### config.mk
export PLATFORM = sky130hd
export DESIGN_NAME = i2c_frame_tracker
export DESIGN_NICKNAME = d
export VERILOG_FILES = /design/src/rtl/i2c_pkg.sv /design/src/rtl/i2c_bus_sync.sv /design/src/rtl/i2c_frame_tracker.sv
export SDC_FILE = /design/constraint.sdc
export NUM_CORES = 1
export LEC_CHECK = 0
export CAP_MARGIN = 10
export CORE_MARGIN = 5
export CORE_UTILIZATION = 50
export DETAILED_ROUTE_END_ITERATION = 7
export PLACE_DENSITY = 0.8
export SYNTH_ARGS = -nofsm -noshare
export SYNTH_HDL_FRONTEND = slang
export SYNTH_SLANG_ARGS = --single-unit
### constraint.sdc
create_clock -name clk -period 2.35 [get_ports clk]
set_clock_uncertainty 0.15 [all_clocks]
set_input_delay 0.47 -clock clk [delete_from_list [all_inputs] [get_ports clk]]
set_output_delay 0.47 -clock clk [all_outputs]
set_load 0.005 [all_outputs]
### src/rtl/i2c_pkg.sv
// Shared types and constants for the I2C subordinate: transaction phase encoding,
// ACK slot index and the default device address.
package i2c_pkg;

    typedef enum logic [3:0] {
        ST_IDLE       = 4'd0,
        ST_DEV_ADDR   = 4'd1,
        ST_DEV_ACK    = 4'd2,
        ST_MEM_ADDR   = 4'd3,
        ST_MEM_ACK    = 4'd4,
        ST_WRITE_DATA = 4'd5,
        ST_WRITE_ACK  = 4'd6,
        ST_READ_DATA  = 4'd7,
        ST_READ_ACK   = 4'd8,
        ST_IGNORE     = 4'd9
    } i2c_state_t;

    localparam logic [3:0] ACK_SLOT         = 4'd8;
    localparam logic [6:0] DEFAULT_DEV_ADDR = 7'h50;

endpackage

### src/rtl/i2c_bus_sync.sv
// Synchronises raw SCL/SDA into the clk domain and flags SCL edges and START/STOP.
// All flops reset high so a reset bus reads as idle.
module i2c_bus_sync #(
    parameter int SYNC_STAGES = 2
) (
    input  logic clk,
    input  logic rst_n,
    input  logic scl_in,
    input  logic sda_in,
    output logic scl_rise,
    output logic scl_fall,
    output logic start_det,
    output logic stop_det,
    output logic sda_s
);

    logic [SYNC_STAGES-1:0] scl_sync;
    logic [SYNC_STAGES-1:0] sda_sync;
    logic                   scl_d;
    logic                   sda_d;
    logic                   scl_s;

    always_ff @(posedge clk or negedge rst_n) begin
        if (!rst_n) begin
            scl_sync <= '1;
            sda_sync <= '1;
            scl_d    <= 1'b1;
            sda_d    <= 1'b1;
        end else begin
            scl_sync <= {scl_sync[SYNC_STAGES-2:0], scl_in};
            sda_sync <= {sda_sync[SYNC_STAGES-2:0], sda_in};
            scl_d    <= scl_sync[SYNC_STAGES-1];
            sda_d    <= sda_sync[SYNC_STAGES-1];
        end
    end

    assign scl_s     = scl_sync[SYNC_STAGES-1];
    assign sda_s     = sda_sync[SYNC_STAGES-1];
    assign scl_rise  = scl_s & ~scl_d;
    assign scl_fall  = ~scl_s & scl_d;
    assign start_det = scl_s & sda_d & ~sda_s;
    assign stop_det  = scl_s & ~sda_d & sda_s;

endmodule

### src/rtl/i2c_frame_tracker.sv
// I2C subordinate front end: tracks START/STOP, bit position and transaction phase,
// matches the device address and tells the memory interface who owns SDA.
module i2c_frame_tracker
    import i2c_pkg::*;
#(
    parameter logic [6:0] DEV_ADDR    = DEFAULT_DEV_ADDR,
    parameter int         SYNC_STAGES = 2
) (
    input  logic       clk,
    input  logic       rst_n,
    input  logic       sda_in,
    input  logic       scl_in,
    output logic [3:0] i2c_state,
    output logic [3:0] clock_count,
    output logic       read_bit,
    output logic       write_bit,
    output logic       sda_en,
    output logic       addr_ack,
    output logic       busy
);

    logic scl_rise, scl_fall, start_det, stop_det, sda_s;

    i2c_bus_sync #(.SYNC_STAGES(SYNC_STAGES)) u_sync (
        .clk       (clk),
        .rst_n     (rst_n),
        .scl_in    (scl_in),
        .sda_in    (sda_in),
        .scl_rise  (scl_rise),
        .scl_fall  (scl_fall),
        .start_det (start_det),
        .stop_det  (stop_det),
        .sda_s     (sda_s)
    );

    i2c_state_t state_q, state_d;
    logic [3:0] count_q, count_d;
    logic [7:0] shift_q, shift_d;
    logic       read_q, read_d, write_q, write_d;
    logic       ack_q, ack_d;
    logic       bit_open_q, bit_open_d;

    always_ff @(posedge clk or negedge rst_n) begin
        if (!rst_n) begin
            state_q    <= ST_IDLE;
            count_q    <= 4'd0;
            shift_q    <= 8'd0;
            read_q     <= 1'b0;
            write_q    <= 1'b0;
            ack_q      <= 1'b0;
            bit_open_q <= 1'b0;
        end else begin
            state_q    <= state_d;
            count_q    <= count_d;
            shift_q    <= shift_d;
            read_q     <= read_d;
            write_q    <= write_d;
            ack_q      <= ack_d;
            bit_open_q <= bit_open_d;
        end
    end

    // bit_open keeps the SCL fall that closes a START hold from counting as a bit.
    always_comb begin
        state_d    = state_q;
        count_d    = count_q;
        shift_d    = shift_q;
        read_d     = read_q;
        write_d    = write_q;
        ack_d      = ack_q;
        bit_open_d = bit_open_q;
        if (stop_det) begin
            state_d    = ST_IDLE;
            count_d    = 4'd0;
            read_d     = 1'b0;
            write_d    = 1'b0;
            bit_open_d = 1'b0;
        end else if (start_det) begin
            state_d    = ST_DEV_ADDR;
            count_d    = 4'd0;
            read_d     = 1'b0;
            write_d    = 1'b0;
            bit_open_d = 1'b0;
        end else if (state_q != ST_IDLE) begin
            if (scl_rise) begin
                bit_open_d = 1'b1;
                if (count_q < ACK_SLOT) shift_d = {shift_q[6:0], sda_s};
                else                    ack_d   = sda_s;
            end
            if (scl_fall && bit_open_q) begin
                bit_open_d = 1'b0;
                count_d    = (count_q == ACK_SLOT) ? 4'd0 : count_q + 4'd1;
                if (count_q == 4'd7) begin
                    case (state_q)
                        ST_DEV_ADDR: begin
                            if (shift_q[7:1] == DEV_ADDR) begin
                                state_d = ST_DEV_ACK;
                                read_d  = shift_q[0];
                                write_d = ~shift_q[0];
                            end else begin
                                state_d = ST_IGNORE;
                            end
                        end
                        ST_MEM_ADDR:   state_d = ST_MEM_ACK;
                        ST_WRITE_DATA: state_d = ST_WRITE_ACK;
                        ST_READ_DATA:  state_d = ST_READ_ACK;
                        default:       state_d = state_q;
                    endcase
                end else if (count_q == ACK_SLOT) begin
                    case (state_q)
                        ST_DEV_ACK:   state_d = read_q ? ST_READ_DATA : ST_MEM_ADDR;
                        ST_MEM_ACK:   state_d = ST_WRITE_DATA;
                        ST_WRITE_ACK: state_d = ST_WRITE_DATA;
                        ST_READ_ACK:  state_d = ack_q ? ST_IGNORE : ST_READ_DATA;
                        default:      state_d = state_q;
                    endcase
                end
            end
        end
    end

    always_comb begin
        sda_en = 1'b0;
        case (state_q)
            ST_DEV_ACK, ST_MEM_ACK, ST_WRITE_ACK: sda_en = 1'b1;
            ST_READ_DATA:                         sda_en = (count_q < ACK_SLOT);
            default:                              sda_en = 1'b0;
        endcase
    end

    assign i2c_state   = state_q;
    assign clock_count = count_q;
    assign read_bit    = read_q;
    assign write_bit   = write_q;
    assign addr_ack    = (state_q == ST_DEV_ACK);
    assign busy        = (state_q != ST_IDLE);

endmodule

==> results.py <==
metrics = {
    "placed_design": {
        "hpwl_mm": 2.298,
        "gp_congestion": 0.8700,
        "place_inst": 184,
        "port_buffers": 16,
    },
    "clock_tree": {
        "clockBufferDepth": 2,
        "tritoncts": "yes",
        "htreeDepth": 1,
        "cts_made_buffers": 3,
        "cts.sinks": 26,
        "clk_latency_ns": 0.34,
        "clk_pin_slew_worst_paths_ns": 0.15,
        "cts_root_buffer": "clkbuf_4",
        "ctsHoldBuffers": 0,
    },
    "floorplan": {
        "design.core.area_sq_um": 2978,
        "die_w_um": 65.05,
        "fp-row-count": 20,
        "fp.dieH_um": 65.05,
        "io_pins": 17,
        "dieArea_sq_um": 4232,
        "initial_utilization_pct": 50.88,
    },
    "logic_synthesis": {
        "synth_fp_nets": 144,
        "syn_area_per_cell_sq_um": 10.98,
        "ys_async_sr_fraction_pct": 100.0,
        "synth_warnings": 0,
        "yosysSeqAreaShare_pct": 43.44,
        "synth.distinct_cells": 49,
        "mappedNetlistArea_sq_um": 1515,
        "ys.flop_type": "dfrtp_1",
        "synth_cells": 138,
        "synth_edf_count": 0,
        "synth-seq-cells": 26,
    },
    "sta": {
        "tightest_slew_ns": 0.4830,
        "hold_viol_final": 0,
        "setup_viol": 0,
        "fin_crit_sh_pct": 97.07,
        "relSlewSlack_pct": 67.55,
        "slew_violations": 0,
        "fin_crit_ns": 2.281,
        "max_freq_ghz": 0.4384,
        "grt_setup_unrepaired": "no",
        "tns_ns": 0,
    },
    "flow_run": {
        "maxCapViolCount": 0,
    },
    "cells_and_area": {
        "final_util_pct": 61.18,
        "drive_gt1_share_pct": 27.95,
        "layout_commonest_cell": "dfrtp_1",
        "syn2layout_area_growth_pct": 20.23,
        "final_cell_mix": "dfrtp_1, clkdlybuf4s50_1, nand2_1, buf_4, a21oi_1",
        "final_cells": 194,
        "nets": 168,
        "diodes": 0,
    },
    "critical_path": {
        "cp-end-kind": "output pin",
        "crit_type": "flop to output pin",
        "arrival_ns": 1.66,
        "worst-path-max-fanout": 11,
        "start_kind": "flop",
        "required_ns": 1.73,
    },
    "global_route": {
        "grtUsageTotal_pct": 16.71,
        "antenna_found_initial": 0,
        "grt_pass1_vias": 1177,
        "overflow": 0,
        "grt_pass1_wl_mm": 5.395,
        "grt_max_degree": 27,
    },
    "pwr": {
        "leakagePower_nw": 0.7472,
        "clkPwrFrac_pct": 28.1,
        "seq_power_share_pct": 52.9,
        "sw_frac_of_total_pct": 26.22,
        "intPower_uw": 830.8,
        "max-vdd-ir-drop_mv": 0.3728,
        "power_density_nw_per_um2": 618.1,
        "pwr-share-comb_pct": 19.0,
        "p_sw_uw": 295.3,
    },
    "route": {
        "num_vias": 1176,
        "wirelength_mm": 3.274,
        "drc": 0,
        "ant_nets": 0,
        "first_pass_iters": 4,
        "wire_per_inst_um": 16.88,
        "viasPerCell": 6.062,
        "first_iter_violations": 72,
    },
    "hold_path": {
        "min_path_type": "flop to flop",
    },
    "status": {
        "status": "finished clean",
    },
}
[Yosys cell counts (all sizes together) (3+ instances only)]
cell type / number / area share, %
a21oi: 10 / 3.3
dfrtp: 20 / 33
mux2i: 4 / 2.6
inv: 7 / 1.7
nand2b: 3 / 1.7
mux2: 8 / 7.9
o21ai: 8 / 2.6
dfstp: 6 / 10
a211oi: 5 / 2.8
nor4b: 5 / 4.9
nand2: 11 / 2.7
nor2: 5 / 1.4
nand3: 3 / 0.99
nor3: 4 / 1.3
buf: 7 / 2.8
[critical path, stage by stage (launching register included)]
cell and delay, ns:
dfrtp_2 0.52, nor4b_2 0.25, clkdlybuf4s50_1 0.54
[metal layers]
layer | part of all wire (%) | track usage [%]
met1 | 43 | 21.19
met2 | 47 | 27.33
met3 | 7.4 | 1.906
met4 | 2.7 | 9.845
met5 | 0 | 0
[power by group through the flow]
stage	Clock (mW)	Sequential [mW]	Combinational [mW]
finish	0.316	0.596	0.214
global route	0.342	0.606	0.228
global placement	0	0.596	0.202
floorplan	0	0.581	0.164
CTS	0.319	0.597	0.213
detailed placement	0	0.604	0.211
[registers in the layout, summed over array words and instances (netlist names)]
register and count:
i2c_state 4, ack_q 1, u_sync.scl_sync 2, write_bit 1, clock_count 4, shift_q 8, read_bit 1, u_sync.scl_d 1
bit_open_q 1, u_sync.sda_d 1, u_sync.sda_sync 2
[final timing paths]
check | from | to | slack [ns] | cells after the start
worst max-delay path | i2c_state[2] | addr_ack | 0.07 | 2
worst max register to register | i2c_state[0] | i2c_state[0] | 0.15 | 6
worst min-delay path | u_sync.scl_sync[0] | u_sync.scl_sync[1] | 0.22 | 0
max in group asynchronous | rst_n | u_sync.scl_sync[1] | 1.43 | 2
min in group asynchronous | rst_n | bit_open_q | 0.32 | 2
worst min register to register | u_sync.scl_sync[0] | u_sync.scl_sync[1] | 0.22 | 0
[metrics by stage]
stage	hold slack [ns]	cell area [sq um]	setup slack, ns	power, mW
2_1_floorplan	0.02441	1515	0.4960	0.7448
3_3_place_gp	0.1957	1708	0.2896	0.7979
3_5_place_dp	0.1990	1708	0.2617	0.8155
4_1_cts	0.2186	1814	0.03582	1.129
5_1_grt	0.2242	1822	0.01799	1.176
6_report	0.2176	1822	0.06892	1.126
[final cells by class]
cell class	count	area, sq um
tap	33	41.29
sequential	26	663.1
timing repair buffer	27	236.5
multi-input combinational	97	802.0
inverter	7	26.28
clock buffer	3	22.52
fill	231	1156
clock inverter	1	30.03
[logic make-up (layout without fill, tap and decap cells)]
logic type                 count (synthesis)  in the layout  synth area share (%)
and+or+nand+nor                           48             48                 23.45
AOI/OAI and AO/OA                         33             33                 14.95
adders and majority gates                  2              2                 1.651
muxes                                     12             12                 10.57
buffers and inverters                     15             38                 4.789
xor gates and xnor gates                   2              2                 1.156
DFF                                       26             26                 43.44
[timing repair]
| item | CTS | global route |
|---|---|---|
| setup endpoints to repair | 3 | 2 |
| pin swaps | 0 | 0 |
| resized for setup | 7 | 3 |
| buffers inserted | 6 | 0 |
Power figures use the tool's default switching activity.
